## src/rtl/sensor_seq_gen.sv

```systemverilog
// sensor_seq_gen: transmit end of the two-line sensor protocol.
// Accepts up/down commands over valid/ready and walks the sensor lines
// through the 4-phase Gray sequence, each phase held DWELL_CYCLES cycles,
// while tracking the count the downstream counter should reach.
// Optional macro SEQ_ABORT_EN: abort in PH1..PH3 retreats through the
// visited phases in reverse and returns to IDLE without counting.
module sensor_seq_gen #(
  parameter int unsigned DWELL_CYCLES = 100,
  parameter int unsigned CNT_W        = 4
) (
  input  logic             clk,
  input  logic             reset,
  input  logic             req_valid,
  input  logic             req_dir,
  output logic             req_ready,
  input  logic             abort,
  output logic [1:0]       sens,
  output logic             busy,
  output logic             done,
  output logic [CNT_W-1:0] exp_count,
  output logic [2:0]       debug_state
);

  localparam int unsigned DW = $clog2(DWELL_CYCLES + 1);
  localparam logic [DW-1:0] RELOAD = DW'(DWELL_CYCLES - 1);

  typedef enum logic [2:0] {
    IDLE    = 3'b000,
    PH1     = 3'b001,
    PH2     = 3'b010,
    PH3     = 3'b011,
    GAP     = 3'b100,
    RETREAT = 3'b101
  } state_t;

  state_t            state;
  state_t            state_nx;
  logic [DW-1:0]     dwell_q;
  logic              dwell_end;
  logic              dir_q;
  logic              accept;
  logic              abort_hit;
  logic              done_q;
  logic [CNT_W-1:0]  count_q;

  // Sensor pattern for phase depth lvl (1..3) of an up or down sweep.
  function automatic logic [1:0] phase_pat(input logic [1:0] lvl, input logic up);
    logic [1:0] p;
    p = 2'b00;
    case (lvl)
      2'd1:    p = up ? 2'b01 : 2'b10;
      2'd2:    p = 2'b11;
      2'd3:    p = up ? 2'b10 : 2'b01;
      default: p = 2'b00;
    endcase
    return p;
  endfunction

  assign dwell_end = (dwell_q == '0);
  assign accept    = req_valid && req_ready;

`ifdef SEQ_ABORT_EN
  logic [1:0] rlevel_q;

  assign abort_hit = abort && (state == PH1 || state == PH2 || state == PH3);

  // Retreat depth: captured on abort, stepped down as each replayed phase expires.
  always_ff @(posedge clk or negedge reset) begin
    if (!reset) begin
      rlevel_q <= '0;
    end else if (abort_hit) begin
      // PH1..PH3 encodings equal their depth in the sequence
      rlevel_q <= state[1:0];
    end else if (state == RETREAT && dwell_end) begin
      rlevel_q <= rlevel_q - 2'd1;
    end
  end
`else
  logic abort_unused;

  assign abort_unused = abort;
  assign abort_hit    = 1'b0;
`endif

  // State register.
  always_ff @(posedge clk or negedge reset) begin
    if (!reset) state <= IDLE;
    else        state <= state_nx;
  end

  // Next-state logic: abort takes priority over normal phase advance.
  always_comb begin
    state_nx = state;
    if (abort_hit) begin
      state_nx = RETREAT;
    end else begin
      case (state)
        IDLE:    if (accept)    state_nx = PH1;
        PH1:     if (dwell_end) state_nx = PH2;
        PH2:     if (dwell_end) state_nx = PH3;
        PH3:     if (dwell_end) state_nx = GAP;
        GAP:     if (dwell_end) state_nx = IDLE;
`ifdef SEQ_ABORT_EN
        RETREAT: if (dwell_end && rlevel_q == 2'd1) state_nx = IDLE;
`endif
        default: state_nx = IDLE;
      endcase
    end
  end

  // Output decode from state, latched direction and retreat depth.
  always_comb begin
    sens = 2'b00;
    case (state)
      PH1:     sens = phase_pat(2'd1, dir_q);
      PH2:     sens = phase_pat(2'd2, dir_q);
      PH3:     sens = phase_pat(2'd3, dir_q);
`ifdef SEQ_ABORT_EN
      RETREAT: sens = phase_pat(rlevel_q, dir_q);
`endif
      default: sens = 2'b00;
    endcase
    busy        = (state != IDLE);
    req_ready   = (state == IDLE) && reset;
    debug_state = state;
    done        = done_q;
    exp_count   = count_q;
  end

  // Dwell timer: reloads on every phase entry, including each retreat step.
  always_ff @(posedge clk or negedge reset) begin
    if (!reset) begin
      dwell_q <= RELOAD;
    end else if (state_nx != state || dwell_end) begin
      dwell_q <= RELOAD;
    end else begin
      dwell_q <= dwell_q - DW'(1);
    end
  end

  // Direction latch on handshake.
  always_ff @(posedge clk or negedge reset) begin
    if (!reset)      dir_q <= 1'b0;
    else if (accept) dir_q <= req_dir;
  end

  // Completion pulse and shadow count, both updated on the GAP->IDLE edge.
  always_ff @(posedge clk or negedge reset) begin
    if (!reset) begin
      done_q  <= 1'b0;
      count_q <= '0;
    end else begin
      done_q <= (state == GAP) && dwell_end;
      if (state == GAP && dwell_end) begin
        count_q <= dir_q ? count_q + CNT_W'(1) : count_q - CNT_W'(1);
      end
    end
  end

endmodule
```

## config.mk

```make
export PLATFORM = sky130hd
export DESIGN_NAME = sensor_seq_gen
export DESIGN_NICKNAME = d
export VERILOG_FILES = /design/src/rtl/sensor_seq_gen.sv
export SDC_FILE = /design/constraint.sdc
export NUM_CORES = 1
export LEC_CHECK = 0
export CORE_UTILIZATION = 43
export CTS_CLUSTER_DIAMETER = 60
export DETAILED_ROUTE_END_ITERATION = 16
export GPL_TIMING_DRIVEN = 0
export HOLD_SLACK_MARGIN = 0.08
export PLACE_DENSITY = 0.69
export SYNTH_ARGS = -nofsm -noshare
export SYNTH_HDL_FRONTEND = slang
export SYNTH_SLANG_ARGS = --single-unit
```

## constraint.sdc

```tcl
create_clock -name clk -period 3.6 [get_ports clk]
set_input_delay 0.36 -clock clk [delete_from_list [all_inputs] [get_ports clk]]
set_output_delay 0.36 -clock clk [all_outputs]
set_load 0.05 [all_outputs]
```

==> flow_summary.yaml <==
run_status:
  status: "complete, no violations"
routing:
  wirelength_mm: 1.445
  drt_iter0_drc: 15
  vias: 621
  dr.pass1.iters: 4
  drc_errors: 0
  vias_per_cell: 5.049
  drtAntennaViolNets: 0
  wire_per_inst_um: 11.75
synth:
  synth_flop_cell: "dfrtp_1"
  syn_inst: 79
  synth_edf_count: 0
  syn_nets: 88
  avgSynthCellArea_um2: 10.80
  yosysTopAreaCell: "dfrtp_1"
  synth_top_cells_by_area: "dfrtp_1 35%, dfstp_2 12%, xnor2_1 7.2%"
  synth-seq-cells: 16
  async_flop_share: 1.000
  synth-seq-area-share: 0.4751
  synth_top_area_share: 0.3519
  syn_area_um2: 853.3
  synth_common_cells: "12 x dfrtp_1, 7 x nand2_1, 7 x nor2_1, 7 x xnor2_1, 5 x inv_1"
  synth_cell_type_count: 28
  synth_most_common_cell: "dfrtp_1"
  yosys_warnings: 0
sta:
  skew_ps: 12.31
  finalMaxSlewViolations: 0
  setup_viol: 0
  max_freq_mhz: 363.7
  holdWs_ps: 455.2
  hold_viol_final: 0
  slew_headroom: 0.4596
  timing.final.crit_share: 0.7637
  fin_crit_ps: 2749
  rsz0062_at_grt: "no"
  tns_ps: 0
  tightest_slew_ps: 808.1
critical_path:
  setup.worst_path.end_class: "output port"
  cp_slowest_cell: "clkdlybuf4s50_1"
  crit_required_ps: 3240
  startpoint_type: "input pin"
  max_stage_delay_ps: 990
  crit_chain: "clkdlybuf4s50_1 > and2_1 > clkdlybuf4s50_1"
  r2r-start: "dwell_q[0]$_DFF_PN1_"
  r2r_cells: 5
  cpMostUsedCell: "clkdlybuf4s50_1"
  worstPathMaxFanout: 20
  r2r_slack_ps: 1780
  r2r-end: "exp_count[2]$_DFFE_PN0P_"
  crit_type: "in -> out"
  crit_arrival_ps: 2390
floorplan:
  die_y_um: 46.55
  row_count: 15
  ios: 17
  fp.dieW_um: 46.55
  die-area_mm2: 0.002166
  start_util: 0.4736
  core_area_mm2: 0.001802
place:
  io_buffers: 15
  routabilityCongestion: 0.7169
  dp_hpwl_mm: 1.102
power:
  ir_worst_vdd_mv: 0.2784
  sw_frac_of_total: 0.2009
  power_frac_clock: 0.337
  p_per_area_mw_per_mm2: 266.2
  p_sw_mw: 0.05675
  p_leak_nw: 0.4550
  p_seq_frac: 0.637
  power_frac_comb: 0.026
  internal_power_mw: 0.2257
grt:
  grtUsageTotal: 0.1650
  grt_max_degree: 21
  grt_pass1_wl_mm: 2.490
  grt_pass1_vias: 572
  grt_overflow_total: 0
  antenna_found_initial: 0
worst_hold_path:
  worstHoldStart: "dwell_q[0]$_DFF_PN1_"
  min_to: "dwell_q[0]$_DFF_PN1_"
  hold_path_depth: 1
  hold_path_class: "reg -> reg"
clock_network:
  htreeDepth: 1
  cts_buffers: 3
  path_clk_slew_ps: 80
  root_buffer: "clkbuf_4"
  clock_path_buffers: 2
  cts_tree: "built"
  cts.sinks: 16
  cts_hold_buf: 0
  insertion_delay_ps: 280
  post_cts_resized: 0
  cts_setup_buffers: 0
job:
  maxCapViolations: 0
cells_and_area:
  drive_gt1_frac: 0.1531
  fillerInstances: 164
  syn_to_final_growth_pct: 24.34
  fin_nets: 108
  num_antenna_cells: 0
## how the worst max path moves through the flow
| stage | from | depth (start not counted) | endpoint | slack, ps |
|---|---|---|---|---|
| after floorplan | debug_state[1]$_DFF_PN0_ | 3 | sens[0] | 1540 |
| after global placement | reset | 3 | req_ready | 800 |
| after detailed placement | reset | 3 | req_ready | 790 |
| after CTS | reset | 3 | req_ready | 790 |
| after global routing | reset | 3 | req_ready | 680 |
| final | reset | 3 | req_ready | 850 |
## stage by stage
stage / setup slack, ps / total power [mW] / util / std cells / cell area, um2
finish: 850.5 / 0.2824 / 0.5889 / 123 / 1061
global route: 684.7 / 0.2948 / 0.5889 / 123 / 1061
CTS: 792.3 / 0.2877 / 0.5889 / 123 / 1061
detailed placement: 786.8 / 0.1909 / 0.5743 / 119 / 1035
global placement: 802.6 / 0.1908 / 0.5743 / 119 / 1035
floorplan: 1537 / 0.1833 / - / 79 / 853.3
## cell usage in the layout, fill, tap and decap left out
cell	n
ha_1	3
a221oi_1	1
nor3_4	1
fa_1	1
nand2_1	7
xor2_1	3
dfstp_2	4
nor3b_1	1
nor2_1	7
clkdlybuf4s50_1	15
xnor2_1	7
or3b_4	2
o31ai_1	1
and3_1	1
mux2_2	1
o21ai_2	1
nor2b_1	1
o32ai_1	1
a21oi_1	2
or3_1	2
and2_1	2
inv_1	5
buf_4	1
nor3_1	3
dfrtp_1	12
mux2_4	2
a31oi_1	2
o21a_1	1
nand3_1	4
clkbuf_1	1
clkbuf_4	3
## registers in the layout, summed over array words and instances (netlist names)
name and cells:
dwell_q 7, exp_count 4, debug_state 3, done 1, dir_q 1
## power groups by stage
stage | logic, mW | registers (mW) | clock network (mW)
detailed placement | 0.00770 | 0.183 | 0
finish | 0.00734 | 0.180 | 0.0953
floorplan | 0.0000684 | 0.183 | 0
global placement | 0.00765 | 0.183 | 0
global route | 0.00843 | 0.180 | 0.107
CTS | 0.00769 | 0.180 | 0.100
## layout make-up
type,count,area (um2),share of cell area
multi-input cells,57,421.7,0.3974
flip-flops and latches,16,405.4,0.3821
repair buffers,15,150.1,0.1415
well taps,25,31.28,0.02948
clock buffers,4,26.28,0.02476
inverters,5,18.77,0.01769
plain buffers,1,7.507,0.007075
## worst max-delay path, delay by kind of cell
family                 cells  cell delay [ps]
and+or+nand+nor            1              230
buffers and inverters      2             1790
## metal layers
| metal | routed length, um | vias to the layer above | GRT usage | share of wire |
|---|---|---|---|---|
| met3 | 96 | 2 | 0.06275 | 0.066 |
| met2 | 687 | 17 | 0.2639 | 0.48 |
| met5 | 0 | - | 0 | 0 |
| met1 | 649 | 296 | 0.2104 | 0.45 |
| li1 | - | 306 | - | - |
| met4 | 12 | 0 | 0.03529 | 0.0083 |
## cell families (layout without fill, tap and decap cells)
kind of cell | Yosys count | after routing | synth area share
AOI/OAI and AO/OA | 9 | 9 | 0.07479
DFF | 16 | 16 | 0.4751
buffers and inverters | 6 | 25 | 0.03080
adders and majority gates | 4 | 4 | 0.06745
muxes | 3 | 3 | 0.04839
and+or+nand+nor | 31 | 31 | 0.2009
xor gates and xnor gates | 10 | 10 | 0.1026
No activity file was read; power rests on OpenSTA's default activity.
